## src/rtl/uart_spi_bridge_pkg.sv

```systemverilog
// +----------------------------------------------------------------------------+
// | uart_spi_bridge_pkg                                                        |
// | Command codes, state encoding and dummy byte for the UART-to-SPI bridge.   |
// | Optional build macro: BRIDGE_CHECKSUM_EN (adds the ST_CSUM state).         |
// | Revision: 1.0                                                              |
// +----------------------------------------------------------------------------+
`default_nettype none

package uart_spi_bridge_pkg;

    localparam logic [7:0] CMD_BOOT   = 8'h00;
    localparam logic [7:0] CMD_XFER   = 8'h01;
    localparam logic [7:0] CMD_ID     = 8'h02;
    localparam logic [7:0] DUMMY_BYTE = 8'hFF;

    typedef enum logic [3:0] {
        ST_CMD      = 4'd0,
        ST_BOOT_IDX = 4'd1,
        ST_BOOT     = 4'd2,
        ST_CS_IDX   = 4'd3,
        ST_TXLEN    = 4'd4,
        ST_RXLEN    = 4'd5,
        ST_TX       = 4'd6,
        ST_RX       = 4'd7,
        ST_ID       = 4'd8
`ifdef BRIDGE_CHECKSUM_EN
        ,
        ST_CSUM     = 4'd9
`endif
    } state_e;

endpackage

`default_nettype wire

```

## src/rtl/uart_bridge_timeout.sv

```systemverilog
// +----------------------------------------------------------------------------+
// | uart_bridge_timeout                                                        |
// | Counts consecutive enabled cycles without a restart; pulses expired on the |
// | TIMEOUT_CYCLES-th such cycle.                                              |
// | Revision: 1.0                                                              |
// +----------------------------------------------------------------------------+
`default_nettype none

module uart_bridge_timeout #(
    parameter int unsigned TIMEOUT_CYCLES = 1200000
) (
    input  logic clk,
    input  logic rst,
    input  logic restart,
    input  logic enable,
    output logic expired
);

    localparam int unsigned CNT_W = $clog2(TIMEOUT_CYCLES + 1);
    localparam logic [CNT_W-1:0] LAST = CNT_W'(TIMEOUT_CYCLES - 1);

    logic [CNT_W-1:0] count_q;
    logic [CNT_W-1:0] count_d;

    assign expired = enable && !restart && (count_q == LAST);

    always_comb begin
        count_d = count_q + 1'b1;
        if (!enable || restart || expired) begin
            count_d = '0;
        end
    end

    always_ff @(posedge clk) begin
        if (rst) begin
            count_q <= '0;
        end else begin
            count_q <= count_d;
        end
    end

endmodule

`default_nettype wire

```

## src/rtl/uart_spi_bridge.sv

```systemverilog
// +----------------------------------------------------------------------------+
// | uart_spi_bridge                                                            |
// | Host byte-stream protocol front end driving an SPI byte engine, boot       |
// | request and slave selects. Optional build macro: BRIDGE_CHECKSUM_EN.       |
// | Revision: 1.0                                                              |
// +----------------------------------------------------------------------------+
`default_nettype none

module uart_spi_bridge
    import uart_spi_bridge_pkg::*;
#(
    parameter int unsigned NUM_CS         = 2,
    parameter int unsigned LEN_BYTES      = 2,
    parameter int unsigned IMG_W          = 2,
    parameter int unsigned TIMEOUT_CYCLES = 1200000,
    parameter logic [7:0]  VERSION        = 8'h02
) (
    input  logic              clk,
    input  logic              rst,
    input  logic              uart_rx_valid,
    output logic              uart_rx_ready,
    input  logic [7:0]        uart_rx_data,
    input  logic              uart_rx_break,
    output logic              uart_tx_valid,
    input  logic              uart_tx_ready,
    output logic [7:0]        uart_tx_data,
    output logic              spi_tx_valid,
    input  logic              spi_tx_ready,
    output logic [7:0]        spi_tx_data,
    input  logic              spi_rx_valid,
    output logic              spi_rx_ready,
    input  logic [7:0]        spi_rx_data,
    output logic [NUM_CS-1:0] spi_ss,
    output logic              led,
    output logic              boot,
    output logic [IMG_W-1:0]  boot_image
);

    localparam int unsigned       LEN_W    = 8 * LEN_BYTES;
    localparam logic [LEN_W-1:0]  LEN_ONE  = LEN_W'(1);
    localparam logic [1:0]        LAST_IDX = 2'(LEN_BYTES - 1);
    localparam logic [7:0]        NUM_CS_B = 8'(NUM_CS);
    localparam logic [NUM_CS-1:0] SS_ONE   = NUM_CS'(1);

    state_e              state_q, state_d;
    logic [7:0]          cs_q, cs_d;
    logic [LEN_W-1:0]    tx_len_q, tx_len_d;
    logic [LEN_W-1:0]    rx_len_q, rx_len_d;
    logic [LEN_W-1:0]    cnt_q, cnt_d;
    logic [1:0]          idx_q, idx_d;
    logic [NUM_CS-1:0]   ss_q, ss_d;
    logic                boot_q, boot_d;
    logic [IMG_W-1:0]    img_q, img_d;

    logic tmo_enable;
    logic tmo_expired;

    // Header states always accept, so a valid byte is itself the handshake.
    assign tmo_enable = (state_q == ST_BOOT_IDX) || (state_q == ST_CS_IDX) ||
                        (state_q == ST_TXLEN)    || (state_q == ST_RXLEN);

    uart_bridge_timeout #(
        .TIMEOUT_CYCLES (TIMEOUT_CYCLES)
    ) u_timeout (
        .clk     (clk),
        .rst     (rst),
        .restart (uart_rx_valid),
        .enable  (tmo_enable),
        .expired (tmo_expired)
    );

`ifdef BRIDGE_CHECKSUM_EN
    logic [7:0] csum_q, csum_d;

    always_comb begin
        csum_d = csum_q;
        if (state_q != ST_RX && state_d == ST_RX) begin
            csum_d = '0;
        end else if (state_q == ST_RX && spi_rx_valid && uart_tx_ready) begin
            csum_d = csum_q ^ spi_rx_data;
        end
        if (uart_rx_break) begin
            csum_d = '0;
        end
    end

    always_ff @(posedge clk) begin
        if (rst) begin
            csum_q <= '0;
        end else begin
            csum_q <= csum_d;
        end
    end
`endif

    always_comb begin
        state_d       = state_q;
        cs_d          = cs_q;
        tx_len_d      = tx_len_q;
        rx_len_d      = rx_len_q;
        cnt_d         = cnt_q;
        idx_d         = idx_q;
        img_d         = img_q;
        uart_rx_ready = 1'b0;
        uart_tx_valid = 1'b0;
        uart_tx_data  = 8'h00;
        spi_tx_valid  = 1'b0;
        spi_tx_data   = 8'h00;
        spi_rx_ready  = 1'b0;

        case (state_q)
            ST_CMD: begin
                uart_rx_ready = 1'b1;
                if (uart_rx_valid) begin
                    case (uart_rx_data)
                        CMD_BOOT: state_d = ST_BOOT_IDX;
                        CMD_XFER: state_d = ST_CS_IDX;
                        CMD_ID:   state_d = ST_ID;
                        default:  state_d = ST_CMD;
                    endcase
                end
            end
            ST_BOOT_IDX: begin
                uart_rx_ready = 1'b1;
                if (uart_rx_valid) begin
                    img_d   = uart_rx_data[IMG_W-1:0];
                    state_d = ST_BOOT;
                end
            end
            ST_BOOT: begin
                uart_rx_ready = 1'b1;
            end
            ST_CS_IDX: begin
                uart_rx_ready = 1'b1;
                if (uart_rx_valid) begin
                    cs_d    = uart_rx_data;
                    idx_d   = '0;
                    state_d = ST_TXLEN;
                end
            end
            ST_TXLEN: begin
                uart_rx_ready = 1'b1;
                if (uart_rx_valid) begin
                    tx_len_d[{idx_q, 3'b000} +: 8] = uart_rx_data;
                    idx_d = idx_q + 2'd1;
                    if (idx_q == LAST_IDX) begin
                        idx_d   = '0;
                        state_d = ST_RXLEN;
                    end
                end
            end
            ST_RXLEN: begin
                uart_rx_ready = 1'b1;
                if (uart_rx_valid) begin
                    rx_len_d[{idx_q, 3'b000} +: 8] = uart_rx_data;
                    idx_d = idx_q + 2'd1;
                    if (idx_q == LAST_IDX) begin
                        idx_d = '0;
                        if (tx_len_q != '0) begin
                            state_d = ST_TX;
                            cnt_d   = tx_len_q;
                        end else if (rx_len_d != '0) begin
                            state_d = ST_RX;
                            cnt_d   = rx_len_d;
                        end else begin
                            state_d = ST_CMD;
                        end
                    end
                end
            end
            ST_TX: begin
                spi_tx_valid  = uart_rx_valid;
                uart_rx_ready = spi_tx_ready;
                spi_tx_data   = uart_rx_data;
                spi_rx_ready  = 1'b1;
                if (spi_rx_valid) begin
                    cnt_d = cnt_q - LEN_ONE;
                    if (cnt_q == LEN_ONE) begin
                        if (rx_len_q != '0) begin
                            state_d = ST_RX;
                            cnt_d   = rx_len_q;
                        end else begin
                            state_d = ST_CMD;
                        end
                    end
                end
            end
            ST_RX: begin
                spi_tx_valid  = 1'b1;
                spi_tx_data   = DUMMY_BYTE;
                uart_tx_valid = spi_rx_valid;
                spi_rx_ready  = uart_tx_ready;
                uart_tx_data  = spi_rx_data;
                if (spi_rx_valid && uart_tx_ready) begin
                    cnt_d = cnt_q - LEN_ONE;
                    if (cnt_q == LEN_ONE) begin
`ifdef BRIDGE_CHECKSUM_EN
                        state_d = ST_CSUM;
`else
                        state_d = ST_CMD;
`endif
                    end
                end
            end
            ST_ID: begin
                uart_tx_valid = 1'b1;
                uart_tx_data  = VERSION;
                if (uart_tx_ready) begin
                    state_d = ST_CMD;
                end
            end
`ifdef BRIDGE_CHECKSUM_EN
            ST_CSUM: begin
                uart_tx_valid = 1'b1;
                uart_tx_data  = csum_q;
                if (uart_tx_ready) begin
                    state_d = ST_CMD;
                end
            end
`endif
            default: state_d = ST_CMD;
        endcase

        if (tmo_expired) begin
            state_d = ST_CMD;
            idx_d   = '0;
        end

        // Break wins over everything: swallow the byte and squash all traffic.
        if (uart_rx_break) begin
            state_d       = ST_CMD;
            cs_d          = '0;
            tx_len_d      = '0;
            rx_len_d      = '0;
            cnt_d         = '0;
            idx_d         = '0;
            uart_rx_ready = 1'b1;
            uart_tx_valid = 1'b0;
            spi_tx_valid  = 1'b0;
            spi_rx_ready  = 1'b0;
        end
    end

    always_comb begin
        ss_d = '1;
        if ((state_d == ST_TX || state_d == ST_RX) && (cs_q < NUM_CS_B)) begin
            ss_d = ~(SS_ONE << cs_q);
        end
        boot_d = (state_d == ST_BOOT);
    end

    always_ff @(posedge clk) begin
        if (rst) begin
            state_q  <= ST_CMD;
            cs_q     <= '0;
            tx_len_q <= '0;
            rx_len_q <= '0;
            cnt_q    <= '0;
            idx_q    <= '0;
            ss_q     <= '1;
            boot_q   <= 1'b0;
            img_q    <= '0;
        end else begin
            state_q  <= state_d;
            cs_q     <= cs_d;
            tx_len_q <= tx_len_d;
            rx_len_q <= rx_len_d;
            cnt_q    <= cnt_d;
            idx_q    <= idx_d;
            ss_q     <= ss_d;
            boot_q   <= boot_d;
            img_q    <= img_d;
        end
    end

    assign spi_ss     = ss_q;
    assign boot       = boot_q;
    assign boot_image = img_q;
    assign led        = (state_q != ST_CMD);

endmodule

`default_nettype wire

```

## config.mk

```make
export PLATFORM = sky130hd
export DESIGN_NAME = uart_spi_bridge
export DESIGN_NICKNAME = d
export VERILOG_FILES = /design/src/rtl/uart_spi_bridge_pkg.sv /design/src/rtl/uart_bridge_timeout.sv /design/src/rtl/uart_spi_bridge.sv
export SDC_FILE = /design/constraint.sdc
export NUM_CORES = 1
export LEC_CHECK = 0
export CELL_PAD_IN_SITES_DETAIL_PLACEMENT = 0
export CELL_PAD_IN_SITES_GLOBAL_PLACEMENT = 1
export CORE_MARGIN = 2
export CORE_UTILIZATION = 38
export CTS_BUF_LIST = sky130_fd_sc_hd__clkbuf_16
export CTS_CLUSTER_DIAMETER = 80
export DETAILED_ROUTE_END_ITERATION = 16
export PLACE_DENSITY = 0.79
export SLEW_MARGIN = 40
export SYNTH_ARGS = -nofsm -noshare
export SYNTH_HDL_FRONTEND = slang
export SYNTH_SLANG_ARGS = --single-unit
```

## constraint.sdc

```tcl
create_clock -name clk -period 2.5 [get_ports clk]
set_input_delay 0.375 -clock clk [delete_from_list [all_inputs] [get_ports clk]]
set_output_delay 0.375 -clock clk [all_outputs]
set_load 0.05 [all_outputs]
```

* Word level (Yosys, flattened, before mapping)
Cells that the tools add are included.
** Cells by class
- $add $sub $neg :: 4
- $lt $le $gt $ge :: 1
- Equality and inequality tests :: 23
- Shift-type cells :: 3
- Muxes and demuxes :: 44
- Bitwise gates (word level) :: 2
- Reduce and logical (&&, ||, !) cells :: 32
** Operators with widths (count)
- two-way mux 16 bit :: 8
- two-way mux 4 bit :: 14
- case mux 16 bit (3 select lines) :: 1
- nonzero test 16 bit :: 3
- case mux 4 bit (9 select lines) :: 1
- bitwise mux 16 bit :: 2
- case mux 8 bit (2 select lines) :: 2
- == test 4 x 3 -> 1 bit, second input constant :: 6
- adder 21 x 1 -> 21 bit, second input constant :: 1
- == test 21 bit, second input constant :: 1
- == test 16 x 1 -> 1 bit, second input constant :: 1
- variable shift 8 x 7 -> 16 bit, first input constant :: 1
- indexed part select 8 x 7 -> 16 bit :: 1
- subtractor 16 x 1 -> 16 bit, second input constant :: 1
- == test 4 x 2 -> 1 bit, second input constant :: 3
- case mux 4 bit (3 select lines) :: 1
- two-way mux 3 bit :: 3
- == test 8 x 1 -> 1 bit, second input constant :: 1
- == test 8 x 2 -> 1 bit, second input constant :: 1
- zero test 8 bit :: 1
- < comparator 8 x 2 -> 1 bit, second input constant :: 1
- inequality test 2 bit, second input constant :: 4
- case mux 1 bit (2 select lines) :: 4
- AND reduction 2 bit :: 4
- other kinds (25) :: 43
** Word-level totals
- Register bits after elaboration :: 88
- Input bits :: 23
- Output and inout bits :: 26
- Logic and storage cells :: 119

* Logic depth before layout (Yosys ltp)
Gate-level depths: netlist of run 1.
- Word-level depth :: 16
- Depth in mapped cells :: 12
- Gate-level depth less buffers :: 10

* Cells and area by module
A second synthesis of run 1 with hierarchy kept.
** Unflattened totals
- Cells, all modules :: 656
- Area total of the unflattened synthesis :: 5178.7 um^2
** By module, submodules not included
- uart_spi_bridge :: times used 1, cells each 543, area an instance 4210.3 um^2, seq. area each 1341.3 um^2
- uart_bridge_timeout :: times used 1, cells each 113, area an instance 968.4 um^2, seq. area each 420.4 um^2

* Worst setup path after synthesis of run 1
No wires, ideal clock.
- Kind :: reg2out
- From :: register state_q[1]
- To :: output port spi_rx_ready
- Arrival :: 2.540 ns
- Required time :: 2.125 ns
- Slack :: -0.415 ns
- Stages on the path, launching flop included :: 8
- Path buffers :: 4
- Cell sequence :: dfxtp_1 > buf_4 > nand2_1 > or2_2 > clkbuf_1 > clkbuf_1 > clkbuf_1 > nor3b_1
** On the way
- Word-level cells in the longest chain between the ends :: 3
- Elaborated cells between the ends (all ways) :: 4
- Those cells by class :: eq/ne (2); mux (2)
** RTL lines
- from (decl) :: RTL line uart_spi_bridge.sv:45 : state_e state_q, state_d;
- from (signal assigned) :: RTL line uart_spi_bridge.sv:264 : state_q <= state_d;
- == test 4 x 3 -> 1 bit :: RTL line uart_spi_bridge.sv:111 : case (state_q)
- case mux 1 bit (2 select lines) * :: RTL line uart_spi_bridge.sv:111
- two-way mux 1 bit * :: RTL line uart_spi_bridge.sv:230 : if (uart_rx_break) begin
- to (decl) :: RTL line uart_spi_bridge.sv:31 : output logic spi_rx_ready,
Mark *: on every way between the ends. The rest lies on a longest branch, timed or not.

* Worst setup path in the final report of run 1
- From :: register idx_q[1]
- To :: register cnt_q[12]
** On the way
- Word-level cells in the longest chain between the ends :: 8
- Elaborated cells between the ends (all ways) :: 14
- Those cells by class :: add/sub (1); eq/ne (3); shift (2); mux (6); reduce/logical (2)
** RTL lines
- from (decl) :: RTL line uart_spi_bridge.sv:50 : logic [1:0] idx_q, idx_d;
- from (signal assigned) :: RTL line uart_spi_bridge.sv:269 : idx_q <= idx_d;
- negator 5 -> 7 bit :: RTL line uart_spi_bridge.sv:155 : rx_len_d[{idx_q, 3'b000} +: 8] = uart_rx_data;
- indexed part select 8 x 7 -> 16 bit / variable shift 8 x 7 -> 16 bit (equally long branches) :: RTL line uart_spi_bridge.sv:155
- bitwise mux 16 bit :: RTL line uart_spi_bridge.sv:155
- two-way mux 16 bit :: RTL line uart_spi_bridge.sv:162 : end else if (rx_len_d != '0) begin
- two-way mux 16 bit :: RTL line uart_spi_bridge.sv:159 : if (tx_len_q != '0) begin
- two-way mux 16 bit :: RTL line uart_spi_bridge.sv:157 : if (idx_q == LAST_IDX) begin
- two-way mux 16 bit :: RTL line uart_spi_bridge.sv:154 : if (uart_rx_valid) begin
- case mux 16 bit (3 select lines) :: RTL line uart_spi_bridge.sv:111
- to (signal assigned) :: RTL line uart_spi_bridge.sv:268 : cnt_q <= cnt_d;
- to (decl) :: RTL line uart_spi_bridge.sv:49 : logic [LEN_W-1:0] cnt_q, cnt_d;
Parallel ways exist; a longest one is shown, timed or not. The select of a mux whose other input is x is not followed.
A chain may end at the register's enable or synchronous reset.

==> summary.txt, run 1 <==
Routing
  • Drt pass-1 iters: 5
  • Vias: 4995
  • DRT iter0 DRCs: 323
  • Drt wl/cell: 16.7 µm
  • Total wire length: 14900 µm
  • Post-route ant nets: 0
  • Via/cell ratio: 5.60
  • DRC: 0

Setup path
  • Setup CP Type: reg -> reg
  • Reg2reg path depth: 10
  • CP Max Fanout: 10
  • FF-to-FF setup slack: 0.12 ns
  • CP startpoint kind: flip-flop
  • CP peak stage delay: 0.36 ns
  • Worst r2r src: idx_q[1]
  • Crit Reg-Reg Endpoint: cnt_q[12]
  • Worst endpoint data arrival time: 2.59 ns
  • CP required: 2.71 ns
  • Kind of end point of the critical path: flip-flop
  • Crit-path cells: inv_1 -> ha_4 -> and2_1 -> a31oi_2 -> nand4_1 -> nor2_4 -> a31o_4 -> nand2_8 -> mux2i_1 -> o21ai_0
  • Slowest cell on crit path: dfxtp_1

Yosys
  • Most common flop cell mapped by yosys: dfxtp_1
  • Yosys Warn Count: 0
  • Number of synthesized register bits: 88
  • Commonest cells post-synth: 99 x nor2_1, 88 x dfxtp_1, 62 x nand2_1, 34 x a21oi_1, 34 x nand3_1
  • Dominant cell by count in the synthesized netlist: nor2_1
  • Synth Instances: 639
  • Netlist Area Pre-Place: 4900 µm²
  • Synth cell types: 57
  • Post-synthesis sequential area ratio: 35.9%
  • Syn Area/Cell: 7.67 µm²
  • Synth top area cells: dfxtp_1 36%, nor2_1 7.6%, nand2_1 4.7%
  • Async SR Flop Fraction: 0%
  • Post-synth top area share: 35.9%
  • Post-synth EDFFs: 0
  • Syn_nets: 670
  • Yosys top cell by area: dfxtp_1

Global route
  • Initial antenna violation count: 0
  • Grt total ovfl: 0
  • Global-route wire length before repair: 24200 µm
  • Global-route usage over all layers: 21.5%
  • Pin count of the biggest net entering global routing: 57
  • Number of global-route vias before repair: 4767

Clocking
  • CTS tree: done
  • Clock Latency Late Sink: 0.35 ns
  • CTS Sinks: 88
  • Clk root buf: clkbuf_16
  • # Post-CTS Setup Buffers: 0
  • Clock-pin slew on the worst setup and hold paths: 0.06 ns
  • CTS buffer count: 9
  • H-tree depth: 3
  • CTS Buffer Depth: 2

Hold path
  • Hold path start: cs_q[0]
  • Hold path depth: 1
  • Hold EP: spi_ss[1]
  • Hold WC Path Type: reg -> reg

Final layout
  • Fillers: 1247
  • Antenna Cells: 0
  • Final nets: 747
  • Share of layout cells above drive strength 1: 18.5%
  • Post-layout util: 51.9%
  • Register area: 1760 µm²
  • Synth-to-Final Area Change: 33.6%
  • Multi-input logic area: 3060 µm²

Power
  • Leak pwr: 2.26 nW
  • Worst-case vdd ir drop: 0.295 mV
  • Cell Pwr Density: 463 nW/µm²

Floorplan
  • IO Pins: 49
  • Starting density of the core: 38.8%
  • Core box area: 12600 µm²
  • Die area: 13800 µm²
  • Std cell rows: 41
  • Die H: 118 µm
  • Die X: 118 µm

STA
  • Final hold viol count: 0
  • Fin Setup TNS: 0 ns
  • Unrepaired setup endpoints after global routing: true
  • Final setup vio count: 0
  • Final setup skew: 0.00499 ns
  • Slew @ Worst Pin: 0.617 ns
  • Tcrit/Tclk final: 95.1%
  • Final worst setup slack: 0.121 ns
  • Min Tclk post-route: 2.38 ns
  • Fin. max-slew vios: 0
  • Fmax: 0.420 GHz
  • Max-slew headroom: 58.8%

Placement
  • I/O Buffers: 48
  • Dpl hpwl: 10700 µm
  • GPL Wtd Cong: 0.890
  • Worst slack at placement: -0.254 ns

Status
  • Status: completed

Run
  • Maximum capacitance violations: 0
## flip-flops by register name, indices dropped and copies added, names as in the netlist
| name | flops |
|---|---|
| boot | 1 |
| tx_len_q | 16 |
| cnt_q | 16 |
| idx_q | 2 |
| state_q | 4 |
| u_timeout.count_q | 21 |
| boot_image | 2 |
| rx_len_q | 16 |
| spi_ss | 2 |
| cs_q | 8 |
## cell type report
type | count | area share, %
multi-input combinational | 497 | 46.7
sequential | 88 | 26.9
timing repair buffer | 108 | 17.6
clock buffer | 9 | 3.44
tap | 172 | 3.28
clock inverter | 6 | 1.38
inverter | 12 | 0.688
## per-layer routing
metal  global-route usage (%)  part of all wire (%)  up-vias
li1                         -                     -     2463
met4                     9.79                   2.7        0
met3                     2.52                   4.3       34
met5                        0                     0        -
met2                     34.0                    46      136
met1                     29.5                    47     2362
## layout by cell type, fill, tap and decap left out, drive strengths merged, types with 3 or more instances in the layout
master,Yosys,routed
o21ai,33,33
nand2,63,64
buf,15,81
nor3,15,15
xor2,13,13
o21bai,6,6
o31ai,6,6
o311ai,6,6
o211ai,11,11
or4,3,3
or3,6,6
dfxtp,88,88
and4,3,3
clkbuf,28,9
nor2b,16,16
a211oi,18,18
mux2i,16,16
clkdlybuf4s50,0,27
a221oi,4,4
nand3,34,34
a31oi,18,18
and3,8,8
ha,8,8
nor2,99,99
nand4,19,19
a21oi,34,34
nor4b,3,3
nor3b,5,5
and2,5,5
nor4,10,10
nand2b,6,6
xnor2,4,4
inv,12,14
a22oi,4,4
or2,5,5
## worst max-delay path: cells and delay by family (launching register included)
family                   cells  cell delay (ns)
AO/OA/AOI/OAI                3             0.60
buffers and inverters        1             0.13
AND/OR/NAND/NOR              4             0.71
flip-flops                   1             0.36
adder cells (fa/ha/maj)      1             0.26
multiplexers                 1             0.18
## power breakdown
part           internal, mW  total [mW]  leakage (nW)  switching [mW]
registers              1.40        1.40         0.709        0.000158
clock network         0.876        1.48         0.152           0.609
logic                0.0703       0.149          1.40          0.0784
total                  2.35        3.03          2.26           0.687
## worst max path at each step
stage | from | end | slack [ns] | cells after the start
3_3_place_gp | uart_rx_data[7] | boot | -0.23 | 9
4_1_cts | idx_q[1] | cnt_q[8] | 0.02 | 10
2_1_floorplan | idx_q[0] | cnt_q[15] | 0.04 | 11
3_5_place_dp | uart_rx_data[7] | boot | -0.25 | 9
6_report | idx_q[1] | cnt_q[12] | 0.12 | 10
5_1_grt | idx_q[1] | boot | -0.02 | 10
## kinds of logic (layout without fill, tap and decap cells)
logic type      after synthesis  after routing  share of synthesized area, %
buf+inv                      55            135                          4.87
flops                        88             88                          35.9
compound gates              149            149                          19.7
fa+ha+maj                     8              8                          2.04
xor+xnor                     17             17                          3.04
mux                          16             16                          3.27
simple gates                306            307                          31.2
## through the flow
stage	hold WS [ns]	power, mW	cell area [µm²]	std cells
finish	0.412	3.03	6550	892
global route	0.433	3.13	6550	892
floorplan	0.378	1.49	4920	639
CTS	0.416	3.05	6430	891
global placement	0.393	1.58	6100	876
detailed placement	0.404	1.58	6100	876
## what timing repair did
item / 4_1_cts / 5_1_grt
setup endpoints to repair: 18 / 35
gates cloned: 0 / 1
hold buffers: 0 / 0
pin swaps: 0 / 1
resized for setup: 4 / 18
Note: power is estimated with default switching activity, not from simulation.
==> inputs of run 2 (changes only) <==
Settings changed: MAX_ROUTING_LAYER from default to met4.
==> run 2 against run 1 <==
Clock power shrank 12%. Critical path depth up 1. Wire length increased by 1.7%. Combinational power is essentially flat. Sequential power hardly changed. Fmax shrank 2.8%. Worst setup slack got worse by 0.068 ns. Largest cell class unchanged. Highest routed layer unchanged.
==> summary.txt, run 2 (synthesis results as in run 1) <==
Floorplan
  • Die H: 118 µm
  • Die area: 13800 µm²
  • Std cell rows: 41
  • Die X: 118 µm
  • Core box area: 12600 µm²
  • Starting density of the core: 38.8%
  • IO Pins: 49

Final layout
  • Final nets: 754
  • Non-Filler Cell Area, Final: 6540 µm²
  • Share of layout cells above drive strength 1: 19.2%
  • Most common cell after layout, fill and taps aside: nor2_1
  • Fillers: 1231
  • Top reg by flops: u_timeout.count_q
  • Max reg flops: 21
  • Synth-to-Final Area Change: 33.3%
  • Final std cells w/o fill: 900
  • Antenna Cells: 0
  • Commonest non-fill, non-tap cells in the layout: 95 x nor2_1, 86 x dfxtp_1, 67 x buf_4

Setup path
  • FF-to-FF setup slack: 0.05 ns
  • Worst endpoint data arrival time: 2.71 ns
  • CP required: 2.77 ns
  • Worst Setup SP: idx_q[0]
  • Worst r2r src: idx_q[0]
  • CP Max Fanout: 9
  • Setup CP Type: reg -> reg
  • CP startpoint kind: flip-flop
  • Kind of end point of the critical path: flip-flop

Routing
  • DRT iter0 DRCs: 268
  • DRC: 0
  • Total wire length: 15100 µm
  • Wire length on met2: 7110 µm
  • Vias: 5002
  • Metal3 WL: 877 µm
  • Via/cell ratio: 5.56
  • Max layer used: met4
  • Wl on met1: 6790 µm
  • Drt wl/cell: 16.8 µm
  • Drt pass-1 iters: 4
  • Post-route ant nets: 0

STA
  • Fin Setup TNS: 0 ns
  • Final worst setup slack: 0.0539 ns
  • Fin. max-slew vios: 0
  • Final setup vio count: 0
  • Unrepaired setup endpoints after global routing: true
  • Tcrit/Tclk final: 97.8%
  • Slew @ Worst Pin: 0.617 ns
  • Min Tclk post-route: 2.45 ns
  • Max-slew headroom: 58.9%
  • Final setup skew: 0.00676 ns
  • Final hold viol count: 0
  • Fmax: 0.409 GHz
  • Final Hold Slack: 0.428 ns

Placement
  • Placed cell area: 6130 µm²
  • Dpl hpwl: 11000 µm
  • I/O Buffers: 48
  • Inst Count DP: 881
  • Worst slack at placement: -0.253 ns
  • GPL Wtd Cong: 0.928

Clocking
  • CTS Buffer Depth: 2
  • Clock Latency Late Sink: 0.36 ns
  • H-tree depth: 3
  • Clock-pin slew on the worst setup and hold paths: 0.07 ns
  • Hold_buf cts: 0
  • CTS buffer count: 9
  • CTS tree: done
  • Clk root buf: clkbuf_16
  • CTS Sinks: 88

Run
  • Maximum capacitance violations: 0

Global route
  • Initial antenna violation count: 0
  • Global-route wire length before repair: 24500 µm
  • Grt total ovfl: 0
  • Pin count of the biggest net entering global routing: 57
  • Global-route usage over all layers: 22.5%
  • Number of global-route vias before repair: 4798

Power
  • Cell Pwr Density: 436 nW/µm²
  • Worst-case vdd ir drop: 0.370 mV
  • Leak pwr: 2.26 nW

Hold path
  • Hold path start: cs_q[0]
  • Hold WC Path Type: reg -> reg

Status
  • Status: completed
==> run 2: cell count changes in the layout (fill, tap and decap cells not counted), moves of 2 or more <==
| cell | before | now |
|---|---|---|
| clkinv_4 | 0 | 2 |
| nor2_1 | 93 | 95 |
| buf_4 | 59 | 67 |
| nor2_2 | 5 | 3 |
| bufinv_16 | 2 | 0 |
==> run 2: per-layer routing <==
layer | vias to the layer above | GRT usage, %
met3 | 30 | 4.17
met2 | 134 | 34.9
li1 | 2482 | -
met5 | - | -
met1 | 2356 | 29.6
met4 | 0 | 7.61
==> run 2: cell type report <==
class	instances	area, µm²	area share, %
multi-input cells	497	3040	46.5
flip-flops and latches	88	1760	27.0
repair buffers	115	1190	18.3
clock buffers	9	225	3.45
well taps	172	215	3.29
clock inverters	7	55.1	0.842
inverters	12	45.0	0.689
==> run 2: power breakdown <==
group	switching [mW]	internal, mW
clock network	0.619	0.682
registers	0.000152	1.40
logic	0.0784	0.0716
total	0.698	2.15
==> run 2: worst max-delay path, stage by stage, from the launching register on <==
cell	delay [ns]
dfxtp_2	0.33
inv_1	0.09
ha_4	0.31
nor2_1	0.06
buf_4	0.17
a31oi_2	0.22
nand4_1	0.21
nor2_4	0.21
a31o_4	0.25
nand2_8	0.12
buf_4	0.18
o31ai_1	0.20
==> run 2: repair_timing <==
| item | in CTS | in global routing |
|---|---|---|
| endpoints found under the setup margin | 18 | 20 |
| resized for setup | 3 | 15 |
| cloned | 0 | 1 |
| pin swaps | 1 | 4 |
| setup buffers | 0 | 2 |
==> run 2: worst paths after layout <==
path	to	cells after the start
setup / recovery	cnt_q[1]	11
hold / removal	spi_ss[1]	1
setup reg to reg	cnt_q[1]	11
hold reg to reg	spi_ss[1]	1
==> run 2: stage by stage <==
step / power [mW] / utilization (%)
2_1_floorplan: 1.49 / -
3_3_place_gp: 1.58 / 48.6
3_5_place_dp: 1.58 / 48.6
4_1_cts: 2.88 / 50.9
5_1_grt: 2.95 / 51.8
6_report: 2.85 / 51.8
==> inputs of run 3 (changes only) <==
Settings changed: GPL_TIMING_DRIVEN from default to 0.
==> run 3 against run 2 <==
Clock skew increased by 0.0040 ns. Combinational power decreased by 14%. Power increased by 5.2%. Via count increased by 0.48%. Utilization decreased by 1.8 points. Fmax increased by 0.80%. Sequential cell count unchanged. Count of clock-buffer cells in the layout unchanged. Sequential power about the same. Non-clock buffer count decreased by 17. Worst setup slack improved by 0.019 ns. Final area decreased by 3.5%.
==> summary.txt, run 3 (synthesis results as in run 1) <==
Final layout
  • Fillers: 1292
  • Most common cell after layout, fill and taps aside: nor2_1
  • Max reg flops: 21
  • Register area: 1770 µm²
  • Final nets: 736
  • Top reg by flops: u_timeout.count_q
  • Non-Filler Cell Area, Final: 6310 µm²
  • Share of layout cells above drive strength 1: 17.0%
  • Multi-input logic area: 3190 µm²
  • Antenna Cells: 0
  • Synth-to-Final Area Change: 28.7%
  • Commonest non-fill, non-tap cells in the layout: 92 x nor2_1, 86 x dfxtp_1, 61 x nand2_1

Setup path
  • Worst Setup SP: state_q[1]
  • Worst Setup EP: spi_rx_ready
  • CP Max Fanout: 10
  • Worst r2r src: idx_q[1]
  • CP startpoint kind: flip-flop
  • CP required: 2.12 ns
  • Crit Reg-Reg Endpoint: cnt_q[8]
  • Setup CP Type: reg -> out
  • FF-to-FF setup slack: 0.09 ns
  • Kind of end point of the critical path: output pin
  • Worst endpoint data arrival time: 2.05 ns
  • Reg2reg path depth: 12

Floorplan
  • IO Pins: 49
  • Die H: 118 µm
  • Die area: 13800 µm²
  • Std cell rows: 41
  • Die X: 118 µm
  • Core box area: 12600 µm²
  • Starting density of the core: 38.8%

Power
  • Worst-case vdd ir drop: 0.298 mV
  • Power, Total: 3.00 mW
  • Cell Pwr Density: 476 nW/µm²
  • Leak pwr: 2.12 nW

Global route
  • Global-route wire length before repair: 25500 µm
  • Initial antenna violation count: 0
  • Pin count of the biggest net entering global routing: 16
  • Grt total ovfl: 0
  • Number of global-route vias before repair: 4856
  • Global-route usage over all layers: 23.7%

Placement
  • I/O Buffers: 43
  • Worst slack at placement: -0.717 ns
  • GPL Wtd Cong: 0.967
  • Placed cell area: 5570 µm²
  • Dpl hpwl: 11200 µm

STA
  • Final setup skew: 0.0107 ns
  • Fmax: 0.412 GHz
  • Final hold viol count: 0
  • Final Hold Slack: 0.389 ns
  • Final worst setup slack: 0.0733 ns
  • Tcrit/Tclk final: 97.1%
  • Fin. max-slew vios: 0
  • Final setup vio count: 0
  • Min Tclk post-route: 2.43 ns
  • Fin Setup TNS: 0 ns
  • Max-slew headroom: 54.1%
  • Unrepaired setup endpoints after global routing: true
  • Slew @ Worst Pin: 0.688 ns

Clocking
  • CTS tree: done
  • CTS Buffer Depth: 2
  • CTS Sinks: 88
  • H-tree depth: 3
  • Clk root buf: clkbuf_16
  • CTS buffer count: 9
  • Clock-pin slew on the worst setup and hold paths: 0.06 ns
  • Clock Latency Late Sink: 0.35 ns

Routing
  • Post-route ant nets: 0
  • Via/cell ratio: 5.70
  • Vias: 5026
  • Drt wl/cell: 17.9 µm
  • Max layer used: met4
  • Wire length on met2: 7320 µm
  • Total wire length: 15800 µm
  • DRT iter0 DRCs: 353
  • DRC: 0
  • Metal3 WL: 579 µm
  • Wl on met1: 7490 µm
  • Drt pass-1 iters: 4

Run
  • Maximum capacitance violations: 0

Hold path
  • Hold path depth: 3
  • Hold WC Path Type: in -> reg

Status
  • Status: completed
-- run 3: changes by cell type in the layout (fill, tap and decap cells not counted), sizes merged --
cell	previous run	this run
dlygate4sd2	0	3
inv	14	13
buf	88	43
clkdlybuf4s15	0	6
nand2	64	63
clkbuf	9	34
clkdlybuf4s18	0	1
clkdlybuf4s50	27	20
clkinvlp	2	1
bufinv	0	2
-- run 3: worst min-delay path by stage --
stage | end | from | slack, ns
floorplan | spi_ss[1] | cs_q[0] | 0.38
global placement | spi_ss[1] | cs_q[0] | 0.41
detailed placement | spi_ss[1] | cs_q[0] | 0.41
CTS | idx_q[1] | uart_rx_valid | 0.39
global route | idx_q[1] | uart_rx_valid | 0.41
finish | idx_q[1] | uart_rx_valid | 0.39
-- run 3: power by group --
part | switching (mW) | internal [mW] | total [mW] | leakage (nW)
clock | 0.595 | 0.877 | 1.47 | 0.156
sequential | 0.000122 | 1.40 | 1.40 | 0.710
combinational | 0.0823 | 0.0464 | 0.129 | 1.26
-- run 3: area by class of cell --
cell class,instances,area share [%]
multi-input combinational,496,50.5
sequential,88,28.0
inverter,12,0.793
tap,172,3.41
buffer,40,3.49
timing repair buffer,58,8.72
clock buffer,9,3.57
clock inverter,7,1.51
-- run 3: layer usage --
metal | global-route usage (%) | up-vias
li1 | - | 2440
met1 | 31.2 | 2435
met2 | 36.7 | 122
met3 | 2.86 | 29
met4 | 10.2 | 0
met5 | - | -
-- run 3: critical path: stages, from the launching register on --
cell and delay [ns]:
dfxtp_1 0.35, buf_6 0.15, nand2_2 0.10, or2_4 0.30, buf_4 0.19, buf_4 0.20
nor3b_4 0.21, buf_6 0.19
-- run 3: timing repair --
item / CTS / global route
setup buffers: 10 / 3
setup endpoints to repair: 42 / 34
pin swaps: 4 / 9
cloned: 0 / 2
hold buffers: 0 / 0
resized for setup: 139 / 43
-- run 3: metrics by stage --
| step | std cells | util (%) |
|---|---|---|
| final | 882 | 50.0 |
| after detailed placement | 854 | 44.1 |
| after global routing | 882 | 50.0 |
| after CTS | 878 | 48.7 |
| after global placement | 854 | 44.1 |
| after floorplan | 639 | - |
